--- src/rtl/cache_control.sv ---
// Write-back, write-allocate control FSM for a 2-way set-associative cache.
// Optional CACHE_STATS_EN adds saturating hit/miss/writeback counters.
module cache_control #(
    parameter int s_index = 3
) (
    input  logic       clk,
    input  logic       rst,
    input  logic       mem_read,
    input  logic       mem_write,
    output logic       mem_resp,
    input  logic [1:0] hit,
    input  logic [1:0] dirty,
    input  logic       lru,
    output logic [1:0] load_tag,
    output logic [1:0] load_valid,
    output logic       valid_in,
    output logic [1:0] load_dirty,
    output logic       dirty_in,
    output logic       load_lru,
    output logic       lru_in,
    output logic [1:0] load_data,
    output logic       data_sel,
    output logic [1:0] addr_sel,
    output logic       pmem_read,
    output logic       pmem_write,
    input  logic       pmem_resp
`ifdef CACHE_STATS_EN
    ,
    output logic [31:0] hit_count,
    output logic [31:0] miss_count,
    output logic [31:0] wb_count
`endif
);

    if (s_index < 1) begin : g_bad_index
        $error("cache_control: s_index must be at least 1");
    end

    // Encoding chosen so pmem_read/pmem_write are raw state flop bits.
    typedef enum logic [1:0] {
        IDLE      = 2'b00,
        WRITEBACK = 2'b01,
        FILL      = 2'b10
    } state_t;

    state_t state, next_state;
    logic   victim;
    logic   req, way_hit, miss_start;

    assign req        = mem_read | mem_write;
    assign way_hit    = ~hit[0];
    assign valid_in   = 1'b1;
    assign pmem_read  = state[1];
    assign pmem_write = state[0];

    always_ff @(posedge clk) begin
        if (!rst) begin
            state  <= IDLE;
            victim <= 1'b0;
        end else begin
            state <= next_state;
            if (miss_start) victim <= lru;
        end
    end

    // Strobes are suppressed while reset is held so the arrays are not disturbed.
    always_comb begin
        next_state = state;
        miss_start = 1'b0;
        mem_resp   = 1'b0;
        load_tag   = 2'b00;
        load_valid = 2'b00;
        load_dirty = 2'b00;
        dirty_in   = 1'b0;
        load_lru   = 1'b0;
        lru_in     = 1'b0;
        load_data  = 2'b00;
        data_sel   = 1'b0;
        addr_sel   = 2'd0;
        if (rst) begin
            unique case (state)
                IDLE: begin
                    if (req && (hit != 2'b00)) begin
                        mem_resp = 1'b1;
                        load_lru = 1'b1;
                        lru_in   = ~way_hit;
                        if (mem_write) begin
                            load_data[way_hit]  = 1'b1;
                            load_dirty[way_hit] = 1'b1;
                            dirty_in            = 1'b1;
                        end
                    end else if (req) begin
                        miss_start = 1'b1;
                        next_state = dirty[lru] ? WRITEBACK : FILL;
                    end
                end
                WRITEBACK: begin
                    addr_sel = victim ? 2'd2 : 2'd1;
                    if (pmem_resp) next_state = FILL;
                end
                FILL: begin
                    if (pmem_resp) begin
                        load_data[victim]  = 1'b1;
                        load_tag[victim]   = 1'b1;
                        load_valid[victim] = 1'b1;
                        load_dirty[victim] = 1'b1;
                        data_sel           = 1'b1;
                        next_state         = IDLE;
                    end
                end
                default: next_state = IDLE;
            endcase
        end
    end

`ifdef CACHE_STATS_EN
    function automatic logic [31:0] sat_inc(input logic [31:0] c);
        return (&c) ? c : c + 32'd1;
    endfunction

    // Remembers that the pending request already missed, so its final hit is not counted.
    logic missed;

    always_ff @(posedge clk) begin
        if (!rst) begin
            missed     <= 1'b0;
            hit_count  <= 32'd0;
            miss_count <= 32'd0;
            wb_count   <= 32'd0;
        end else begin
            if (state == IDLE) missed <= miss_start;
            if (mem_resp && !missed) hit_count <= sat_inc(hit_count);
            if (miss_start) miss_count <= sat_inc(miss_count);
            if (state == WRITEBACK && pmem_resp) wb_count <= sat_inc(wb_count);
        end
    end
`endif

endmodule

--- config.mk ---
export PLATFORM = sky130hd
export DESIGN_NAME = cache_control
export DESIGN_NICKNAME = d
export VERILOG_FILES = /design/src/rtl/cache_control.sv
export SDC_FILE = /design/constraint.sdc
export NUM_CORES = 1
export LEC_CHECK = 0
export CAP_MARGIN = 40
export CELL_PAD_IN_SITES_DETAIL_PLACEMENT = 1
export CELL_PAD_IN_SITES_GLOBAL_PLACEMENT = 2
export CORE_MARGIN = 2
export CORE_UTILIZATION = 16
export DETAILED_ROUTE_END_ITERATION = 10
export PLACE_DENSITY_LB_ADDON = 0.2
export SYNTH_ARGS = -nofsm -noshare
export SYNTH_HDL_FRONTEND = slang
export SYNTH_SLANG_ARGS = --single-unit
export TNS_END_PERCENT = 50
--- constraint.sdc ---
create_clock -name clk -period 2.3 [get_ports clk]
set_input_delay 0.345 -clock clk [delete_from_list [all_inputs] [get_ports clk]]
set_output_delay 0.345 -clock clk [all_outputs]
set_load 0.02 [all_outputs]
# Yosys cells after proc, flatten, opt, wreduce, memory -nomap -nowiden
# Index checks and enable logic that the tools add are counted.
[op_classes]
n_addsub = 0
mul = 0
n_div = 0
order_cmp = 5
eq_ne = 6
shift = 0
n_mux = 39
bitwise = 2
n_reduce_logical = 6
[ops]
columns = ["cell", "count"]
rows = [
  ["2-bit two-way mux", 14],
  ["1-bit two-way mux", 21],
  ["2-bit != test (second input constant)", 4],
  ["1-bit by 2-bit less-than comparator with 1-bit output (second input constant)", 3],
  ["2-bit one-hot mux with 3 select lines", 1],
  ["2-bit one-hot mux with 2 select lines", 1],
  ["4-bit AND reduction", 1],
  ["1-bit logical AND", 3],
  ["1-bit demux with 1-bit select", 2],
  ["2-bit by 1-bit == test with 1-bit output (second input constant)", 1],
  ["2-bit == test (second input constant)", 1],
  ["1-bit >= comparator (second input constant)", 2],
  ["2-bit zero test", 1],
  ["2-bit nonzero test", 1],
  ["1-bit NOT", 1],
  ["1-bit bitwise OR", 1],
]
[totals]
ff_bits = 3
latchBits = 0
ram_bits = 0
mem_bits_ro = 0
output_inout_bits = 18
elab_cells = 60
n_memories = 0

# Longest topological paths before layout
[logic_depth]
word_depth = 9
ltp_mapped = 5

# Least setup slack after synthesis
# OpenSTA, ideal clock, no wires.
[synth_path]
kind = "flip-flop to output port"
from = "reg state[0]"
to = "out load_valid[1]"
t_arrival_ns = 1.475
required_time_ns = 1.955
slack_ns = 0.480
path_stages_with_launch = 5
n_path_buf = 1
path_cell_list = "dfxtp_1 -> nand2b_1 -> nor2_1 -> and2_1 -> buf_4"
[synth_between]
elab_chain_cells = 3
[synth_lines]
columns = ["item", "line", "text"]
rows = [
  ["start, declared", "46", "state_t state, next_state;"],
  ["start signal, assigned", "61", "state <= next_state;"],
  ["2-bit == test", "-", ""],
  ["2-bit two-way mux (2 in series)", "-", ""],
  ["end, declared", "15", "output logic [1:0] load_valid,"],
]
# No other way between the ends.

# Worst setup path after layout
[layout_path]
from = "in mem_write"
to = "out load_data[1]"
[layout_between]
elab_chain_cells = 5
elab_cells_between_ends = 6
cone_classes = "mux (4); bitwise (1); reduce/logical (1)"
[layout_lines]
columns = ["item", "line", "text"]
rows = [
  ["start, declared", "9", "input logic mem_write,"],
  ["1-bit bitwise OR", "50", "assign req = mem_read | mem_write;"],
  ["1-bit logical AND", "83", "if (req && (hit != 2'b00)) begin"],
  ["2-bit two-way mux *", "83", ""],
  ["2-bit one-hot mux with 2 select lines *", "81", "unique case (state)"],
  ["2-bit two-way mux *", "80", "if (rst) begin"],
  ["end, declared", "21", "output logic [1:0] load_data,"],
]
# Mark *: on every way between the ends. The rest lies on a longest branch, timed or not.

==> out/results.ini <==
[synthesis]
syn_area_sq_um=344
yosysTopAreaCell=dfxtp_1
synth_edf_count=0
synth.most_common_cell=buf_4
synthDominantCellAreaShare_pct=17.5
synthCells=42
ys_ff_latch=3
synthDistinctLibCells=23
yosysSeqAreaShare_pct=17.5
yosysWarnings=0
ys.flop_type=dfxtp_1
synth_area_leaders=dfxtp_1 (17%), buf_4 (13%), nor4b_4 (6.9%)
syn_nets=52
ys_async_sr_fraction_pct=0
syn_area_per_cell_sq_um=8.19
synth_common_cells=buf_4 (6), a21oi_1 (4), nor2_1 (4)

[placement]
place_ws_ps=-8.40
io_buffers=26
gp_routability_congestion=0.832
post_dp_cell_area_sq_um=649
dp_cells=97
dp_hpwl_um=951

[sta]
clock.fmax_mhz=450
drv_slew=0
tns_ps=0
rsz0062_at_grt=false
hold_viol=0
finalSetupViolCount=0
worst_clock_skew_ps=0.427
fin_crit_sh_pct=96.6
worst_slack_ps=78.3
fin_crit_ps=2220

[die]
initial_core_util_pct=17.2
dieArea_sq_um=2540
die_y_um=50.4
io_pins=28
die_w_um=50.4
core_area_sq_um=2000
rows=16

[worst_hold_path]
min_from=victim$_SDFFE_PN0P_
hold_path.class=flip-flop to flip-flop

[setup_path]
worst-path-buf-inv=3
critPathLaunch=mem_write
startpoint_type=primary input
cp.required_ps=1960
crit_chain=clkdlybuf4s50_1 -> buf_4 -> nand4b_1 -> a21oi_1 -> clkdlybuf4s50_1
r2r_start=state[1]$_SDFFE_PN0P_
crit_type=primary input to output port
cpLargestDelayFamily=buffers and inverters
cp.arrival_ps=1880
crit_fanout=3
slowest_delay_ps=640
setup.worst_path.end_class=output port
crit_slowest_cell=clkdlybuf4s50_1
crit_top_cell=clkdlybuf4s50_1

[cells_and_area]
fin_nets=85
antenna_cells=0
instances_no_fill=101
area_growth_pct=99.3
nFillCells=244
final_core_util_pct=34.3
drive_above_1_share_pct=21.6
post-route-cell-area_sq_um=686

[power_and_ir_drop]
ir_drop_mv=0.171
power_leakage_nw=0.365
powerDensity_nw_per_um2=356

[clocking]
ctsHoldBuffers=0
clockBufferDepth=2
cts-buffers-inserted=3
clkTransAtPathRegs_ps=40
post-cts-setup-buffers=0
clkLatencyLatePin_ps=230
cts_htree_levels=1
cts_tree=done
clock-sinks=3
cts_root_buf=clkbuf_4
cts.repair.resized=2

[drt]
postRouteAntennaNets=0
drc=0
wl_um=1120
via_per_inst=4.05
drt_iter0_markers=4
wl_per_cell_um=11.0
firstDrtPassIters=4
vias=409

[grt]
grt_pass1_vias=422
gr-total-overflow=0
grt_max_degree=11
grt_usage_pct=9.62
antenna_found_initial=0
grt_pass1_wl_um=1910

[outcome]
outcome=completed

[run]
drv_cap=0

## worst reg2reg max path: stages (launching register included)
cell,delay [ps]
dfxtp_1,390
nor2_2,160
nor4b_4,290
mux2i_1,220
nor2b_1,60
## final timing paths
kind                              end  slack [ps]  cells after the start
setup / recovery         load_data[1]          80                      5
hold / removal    victim$_SDFFE_PN0P_         610                      2
setup reg to reg  victim$_SDFFE_PN0P_        1060                      4
hold reg to reg   victim$_SDFFE_PN0P_         610                      2
## per-stage QoR
step           hold slack (ps)  total power, W
2_1_floorplan              473        0.000106
3_3_place_gp               616        0.000159
3_5_place_dp               622        0.000159
4_1_cts                    626        0.000251
5_1_grt                    683        0.000259
6_report                   614        0.000244
## cells by family after synthesis
family | count (synthesis) | share of synthesized area (%)
and+or+nand+nor | 23 | 46.9
buffers and inverters | 7 | 16.4
AOI/OAI and AO/OA | 6 | 12.4
DFF | 3 | 17.5
muxes | 2 | 5.82
other | 1 | 1.09
## area by class of cell
type                       instances  area, sq um  share of cell area, %
timing repair buffer              35          338                   49.3
multi-input combinational         32          228                   33.2
sequential                         3         60.1                   8.76
tap                               27         33.8                   4.93
clock buffer                       4         26.3                   3.83
## placed cells by master, fill, tap and decap left out, types with 2 or more instances in the layout
master and instances:
clkbuf_4 3, nand3b_1 2, a21oi_1 4, nor2b_1 2, nand2b_1 2, and2_1 2, buf_4 9, nor2_1 4
dlymetal6s2s_1 5, dfxtp_1 3, mux2i_1 2, nor3_1 2, clkdlybuf4s50_1 19, dlygate4sd2_1 2
## power by group
group          switching [W]  total (W)  internal [W]
Sequential        0.00000472  0.0000595     0.0000547
Clock              0.0000243  0.0000891     0.0000648
Combinational      0.0000424  0.0000952     0.0000527
## routing by layer
layer | vias up | GRT usage, % | wire length [um]
li1 | 205 | - | -
met1 | 185 | 12.4 | 507
met2 | 19 | 15.4 | 526
met3 | 0 | 2.08 | 81
met4 | 0 | 4.05 | 0
met5 | - | 0 | 0
## registers in the layout (all words and copies together), names as in the netlist
signal and cells:
state 2, victim 1
No activity file was read; power rests on OpenSTA's default activity.
